$ cat config.mk
export PLATFORM = sky130hd
export DESIGN_NAME = ifu_rd_ctrl
export DESIGN_NICKNAME = d
export VERILOG_FILES = /design/src/rtl/ifu_rd_ctrl.sv
export SDC_FILE = /design/constraint.sdc
export NUM_CORES = 1
export LEC_CHECK = 0
export CAP_MARGIN = 30
export CORE_MARGIN = 1
export CORE_UTILIZATION = 42
export CTS_CLUSTER_SIZE = 24
export DETAILED_ROUTE_END_ITERATION = 6
export HOLD_SLACK_MARGIN = 0.05
export PLACE_DENSITY = 0.83
export SLEW_MARGIN = 0
export SYNTH_ARGS = -nofsm -noshare
export SYNTH_HDL_FRONTEND = slang
export SYNTH_SLANG_ARGS = --single-unit
export TNS_END_PERCENT = 5
$ cat constraint.sdc
create_clock -name clk -period 5 [get_ports clk]
set_input_delay 1.25 -clock clk [delete_from_list [all_inputs] [get_ports clk]]
set_output_delay 1.25 -clock clk [all_outputs]
set_load 0.01 [all_outputs]
$ cat src/rtl/ifu_rd_ctrl.sv
`default_nettype none
// ============================================================================
// Module      : ifu_rd_ctrl
// Description : Instruction fetch read controller. Turns one-cycle fetch read
//               commands into request/response transactions on the
//               instruction bus and returns the word plus alignment/bus errors.
//               Optional last-word buffer enabled by macro IFU_LAST_HIT_EN.
// Revision    : 1.0 - initial release
// ============================================================================
module ifu_rd_ctrl #(
  parameter int ADDR_WIDTH = 32,
  parameter int DATA_WIDTH = 32
) (
  input  logic                  clk,
  input  logic                  rst,
  input  logic [ADDR_WIDTH-1:0] i_addr,
  input  logic                  i_rd_cmd,
  output logic [DATA_WIDTH-1:0] o_instr_dat,
  output logic                  o_busy,
  output logic                  o_err_align,
  output logic                  o_err_bus,
  input  logic                  i_flush,
  output logic [ADDR_WIDTH-1:0] o_bus_addr,
  output logic                  o_bus_req,
  input  logic                  i_bus_ack,
  input  logic [DATA_WIDTH-1:0] i_bus_rdata,
  input  logic                  i_bus_rdy,
  input  logic                  i_bus_err
);

  localparam logic [1:0] c_IDLE = 2'd0;
  localparam logic [1:0] c_REQ  = 2'd1;
  localparam logic [1:0] c_RESP = 2'd2;

  logic [1:0]            state_q, state_d;
  logic [DATA_WIDTH-1:0] instr_dat_q, instr_dat_d;
  logic                  err_align_q, err_align_d;
  logic                  err_bus_q, err_bus_d;
  logic [ADDR_WIDTH-1:0] bus_addr_q, bus_addr_d;

  logic w_aligned;
  logic w_hit;
  logic w_accept;
  logic w_misalign_cmd;
  logic w_resp_done;

  assign w_aligned      = (i_addr[1:0] == 2'b00);
  assign w_accept       = (state_q == c_IDLE) & i_rd_cmd & w_aligned & ~w_hit;
  assign w_misalign_cmd = (state_q == c_IDLE) & i_rd_cmd & ~w_aligned;
  assign w_resp_done    = (state_q == c_RESP) & i_bus_rdy;

`ifdef IFU_LAST_HIT_EN
  logic [ADDR_WIDTH-1:0] last_addr_q, last_addr_d;
  logic                  last_valid_q, last_valid_d;

  // A flush in the same cycle as a would-be hit forces a miss.
  assign w_hit = i_rd_cmd & w_aligned & last_valid_q & ~i_flush &
                 (i_addr == last_addr_q);

  // Track the last successfully fetched word; flush beats a same-cycle fill.
  always_comb begin
    last_addr_d  = last_addr_q;
    last_valid_d = last_valid_q;
    if (w_resp_done) begin
      if (i_bus_err) begin
        last_valid_d = 1'b0;
      end else begin
        last_valid_d = 1'b1;
        last_addr_d  = bus_addr_q;
      end
    end
    if (i_flush) begin
      last_valid_d = 1'b0;
    end
  end

  // Last-word buffer registers.
  always_ff @(posedge clk or posedge rst) begin
    if (rst) begin
      last_addr_q  <= '0;
      last_valid_q <= 1'b0;
    end else begin
      last_addr_q  <= last_addr_d;
      last_valid_q <= last_valid_d;
    end
  end
`else
  logic w_unused_flush;

  // Without the buffer every aligned command misses and flush has no effect.
  assign w_hit          = 1'b0;
  assign w_unused_flush = i_flush;
`endif

  // State register; reset drops back to IDLE immediately.
  always_ff @(posedge clk or posedge rst) begin
    if (rst) begin
      state_q <= c_IDLE;
    end else begin
      state_q <= state_d;
    end
  end

  // Next-state logic; commands outside IDLE and acks outside REQ are ignored.
  always_comb begin
    state_d = state_q;
    case (state_q)
      c_IDLE:  if (w_accept)  state_d = c_REQ;
      c_REQ:   if (i_bus_ack) state_d = c_RESP;
      c_RESP:  if (i_bus_rdy) state_d = c_IDLE;
      default: state_d = c_IDLE;
    endcase
  end

  // FSM outputs; busy covers the command cycle itself so fetch stalls at once.
  always_comb begin
    o_bus_req = (state_q == c_REQ);
    o_busy    = (state_q != c_IDLE) | (i_rd_cmd & w_aligned & ~w_hit);
  end

  // Result and bus-address updates; everything holds unless a command or response lands.
  always_comb begin
    instr_dat_d = instr_dat_q;
    err_align_d = err_align_q;
    err_bus_d   = err_bus_q;
    bus_addr_d  = bus_addr_q;
    if (w_misalign_cmd) begin
      instr_dat_d = '0;
      err_align_d = 1'b1;
      err_bus_d   = 1'b0;
    end else if (w_accept) begin
      bus_addr_d  = {i_addr[ADDR_WIDTH-1:2], 2'b00};
      err_align_d = 1'b0;
      err_bus_d   = 1'b0;
    end else if (w_resp_done) begin
      if (i_bus_err) begin
        instr_dat_d = '0;
        err_bus_d   = 1'b1;
      end else begin
        instr_dat_d = i_bus_rdata;
      end
    end
  end

  // Datapath registers.
  always_ff @(posedge clk or posedge rst) begin
    if (rst) begin
      instr_dat_q <= '0;
      err_align_q <= 1'b0;
      err_bus_q   <= 1'b0;
      bus_addr_q  <= '0;
    end else begin
      instr_dat_q <= instr_dat_d;
      err_align_q <= err_align_d;
      err_bus_q   <= err_bus_d;
      bus_addr_q  <= bus_addr_d;
    end
  end

  assign o_instr_dat = instr_dat_q;
  assign o_err_align = err_align_q;
  assign o_err_bus   = err_bus_q;
  assign o_bus_addr  = bus_addr_q;

endmodule
`default_nettype wire

==> impl.org <==
** STA
- In this run the tightest slew margin relative to its limit is between 30% and 40%.
- In the final timing run, aggregate negative setup slack is 0 ns.
- Unrepaired setup endpoints after global routing :: false
- Final Hold Slack :: slightly above 0.5 ns
- Slew at the pin closest to its max-slew limit :: ~0.9 ns
- Final critical path time including I/O delays and setup :: about 3.9 ns
- The count of final max-slew check failures was 0.
- Across the routed clock network, the largest skew measured is between 0.005 and 0.006 ns.
- The final count of hold timing violations was 0.
- For this run, the top clock speed supported by timing is 0.257 GHz.
- Setup violations remaining at the end of the flow were counted as 0.
- The final critical path takes up between 70 and 80% of the cycle.

** Global routing
- Global-route wire length before repair :: ~11000 µm
- Entering global routing, the biggest net connects 36 pins.
- Number of global-route vias before repair :: about 2200
- Grt total ovfl :: 0
- GRT Resource Usage Total :: roughly 19%
- The number of antenna violations at the first check in global routing was 0.

** Critical path
- STA puts the critical path data required time at approximately 3.8 ns.
- The worst setup path is captured at an output pin.
- Data on the critical path arrives at its endpoint at 2.64 ns.
- Walking the worst path, the cells encountered are clkdlybuf4s50_1 > nor3b_4 > nand2_2 > nand2_1 > clkdlybuf4s50_1.
- The slowest stage of the critical path belongs to the cell clkdlybuf4s50_1.
- Most prevalent standard cell on the critical path :: clkdlybuf4s50_1
- Crit path kind :: in -> out
- In this design, the stage delay of the slowest critical-path cell is 0.54 ns.
- Of all nets on the critical path, the largest fanout is 2.
- Nature of the critical path startpoint :: input pin

** Pwr
- Combinational logic is responsible for a little under a third of the overall power.
- PD cells :: 346 nW/µm²
- Leakage power summed over all cells :: ~1.9 nW
- Cell internal pwr :: approximately 0.0011 W
- Total power for the finished layout comes to ~0.0015 W.
- Max rail drop VDD :: roughly 0.22 mV
- Per report_power, the sequential group accounts for 44.0% of the total.
- In this run switching power makes up approximately 27% of total power.
- The clock network burns ~26% of the power.
- Switching Power :: about 0.0004 W

** Logic synthesis
- Cell area after synthesis :: around 2900 µm²
- Ys flop type :: dfrtp_1
- After Yosys synthesis, XOR and XNOR cells account for 0% of the synthesized area.
- In the synthesized netlist the async set-or-reset flop fraction comes to 100%.
- Mean post-synth cell area :: 12.3 µm²
- Summed over all instances, the cell type with the most area after synthesis is dfrtp_1.
- After synthesis, the largest family of logic cells by area is simple AND/OR/NAND/NOR gates.
- Number of enable-type register cells in the synthesized netlist :: 0
- Total number of yosys warnings :: 0
- Number of unique standard cell types used by synthesis :: 22
- The commonest cells after synthesis are dfrtp_1 (66), a21oi_1 (33), nand2_1 (33), nand3b_1 (33), mux2_4 (27).
- Synthesis inferred between 60 and 70 register bits.
- Portion of the post-synthesis area used by sequential elements :: 57.9%
- Yosys top cell area share :: 57.9%
- Multiplexer share of the synthesized area :: 15.4%
- Simple-Gate Fraction of Synth Area :: between 10% and 20%
- Most repeated cell in the gate-level netlist after synthesis :: dfrtp_1
- After Yosys synthesis, full adders, half adders and majority gates account for 0% of the synthesized area.
- After technology mapping, the gate count stands at ~230.
- Summing the areas of all compound-gate instances in the mapped netlist gives 6.85% of the synthesized area.
- After synthesis, the cell types taking the most area are dfrtp_1 (58%), mux2_4 (14%), nand3b_1 (8.7%).

** Layout
- The final layout contains ~440 nets.
- The number of antenna diodes in the final layout is 0.
- Area growth from synthesis to layout :: 55.2%
- The layout has between 500 and 600 filler cells.
- Share of post-route cells with drive strength above 1 :: approximately 15%

** Die
- Starting utilization of the core area :: ~44%
- After floorplanning, the core was divided into 29 placement rows.
- Measured along the x axis, the die boundary spans between 80 and 90 µm.
- The die covers slightly above 7000 µm².
- 139 I/O pins were placed.
- Vertical die dimension :: about 84 µm
- Core box area :: about 6500 µm²

** Clock network
- Clock tree sinks :: between 60 and 70
- TritonCTS created 9 clock buffers.
- Clock H-tree levels :: 3
- Post-CTS setup buffers :: 0
- Hold repair after CTS inserted 0 buffers.
- Number of resized instances in the post-cts repair step :: 0
- At the later pin of the worst-skew pair, clock insertion delay measures about 0.32 ns.
- Maximum buffer depth of the clock tree :: 2
- CTS root buffer :: clkbuf_8
- TritonCTS clock tree :: done
- Clk pin slew, worst setup/hold paths :: ~0.070 ns

** Run status
- Outcome :: finished with violations
- Violated checks :: DRC

** Routing
- Routed via count :: roughly 2200
- After detailed routing, the number of remaining DRC violations is 10.
- The first routing iteration left roughly 110 violations.
- Number of detailed-route iterations in the first pass :: 6
- Via density :: a little under 5
- DRT antenna net count :: 0
- After detailed routing, the average wire length per cell comes to roughly 16 µm.
- The final layout contains routed wiring with a total length of between 6000 and 7000 µm.

** Hold path
- The path class of the tightest hold or removal check is reg -> reg.

** Place
- The congestion estimate from routability-driven global placement came to roughly 0.7.
- The wire-length estimate of the detail-placed layout is approximately 5000 µm.
- In this run the tool buffered the top-level ports with 135 buffer cells.

** Job
- The tool flagged a number of max-cap violations equal to 0.
path summary, 6_finish.rpt:
path                       depth (start not counted)         endpoint   startpoint  slack, ns
min reg2reg                                        1      o_err_align  o_err_align       0.50
max                                                5           o_busy     i_rd_cmd       1.11
max reg2reg                                        4   o_instr_dat[6]   state_q[1]       3.24
min in group asynchronous                          2   o_bus_addr[10]          rst       1.34
min                                                1      o_err_align  o_err_align       0.50
max in group asynchronous                          3  o_instr_dat[26]          rst       2.74
cells by family after synthesis:
| logic type | Yosys count |
|---|---|
| simple gates | 76 |
| flops | 66 |
| compound gates | 37 |
| mux | 30 |
| buf+inv | 21 |
| other cells | 1 |
power by group through the flow:
stage               registers [W]  logic, W  clock network [W]
floorplan                0.000718  0.000168                  0
global placement         0.000676  0.000460                  0
detailed placement       0.000682  0.000471                  0
CTS                      0.000673  0.000473           0.000401
global route             0.000683  0.000496           0.000424
finish                   0.000673  0.000467           0.000390
stage by stage:
| stage | util [%] | instances | area [µm²] | setup WS [ns] |
|---|---|---|---|---|
| 6_report | 68.5 | 446 | 4420 | 1.11 |
| 5_1_grt | 68.5 | 446 | 4420 | 1.05 |
| 4_1_cts | 68.5 | 446 | 4420 | 1.10 |
| 3_5_place_dp | 65.8 | 430 | 4250 | 1.10 |
| 3_3_place_gp | 65.4 | 429 | 4230 | 1.12 |
| 2_1_floorplan | - | 232 | 2860 | 1.92 |
cell usage in the layout (no fill, tap or decap), drive strengths merged:
cell type,netlist,final
nor3b,1,1
conb,1,2
clkinv,0,3
a22o,1,1
dfrtp,66,66
o31ai,1,1
a21oi,33,33
buf,10,5
a31oi,1,1
clkinvlp,0,2
clkdlybuf4s50,0,135
clkbuf,9,11
mux2,30,30
nand3b,33,33
nor2,5,5
o21a,1,1
nor3,1,1
and3b,1,1
inv,2,2
nand2,34,34
nand2b,1,1
sequential cells by signal, indices dropped and copies added, names as in the netlist:
signal	cells
o_bus_addr	30
state_q	2
o_err_align	1
o_instr_dat	32
o_err_bus	1
area by class of cell:
type	count	area, µm²	area share, %
Clock buffer	11	141	3.20
Clock inverter	5	30.0	0.679
Inverter	2	7.51	0.170
Multi-Input combinational cell	145	1090	24.6
Sequential cell	66	1650	37.3
Tap cell	77	96.3	2.18
Timing Repair Buffer	140	1410	31.8
metal layers:
| metal | up-vias | track usage (%) | routed length, µm |
|---|---|---|---|
| met5 | - | 0 | 0 |
| li1 | 1050 | - | - |
| met3 | 9 | 5.41 | 522 |
| met4 | 0 | 5.55 | 67 |
| met1 | 1071 | 24.8 | 2980 |
| met2 | 81 | 32.5 | 3340 |
worst max-delay path, delay by kind of cell:
family,cells,cell delay (ns)
AND/OR/NAND/NOR,3,0.36
buffers and inverters,2,1.03
Power figures use the tool's default switching activity.
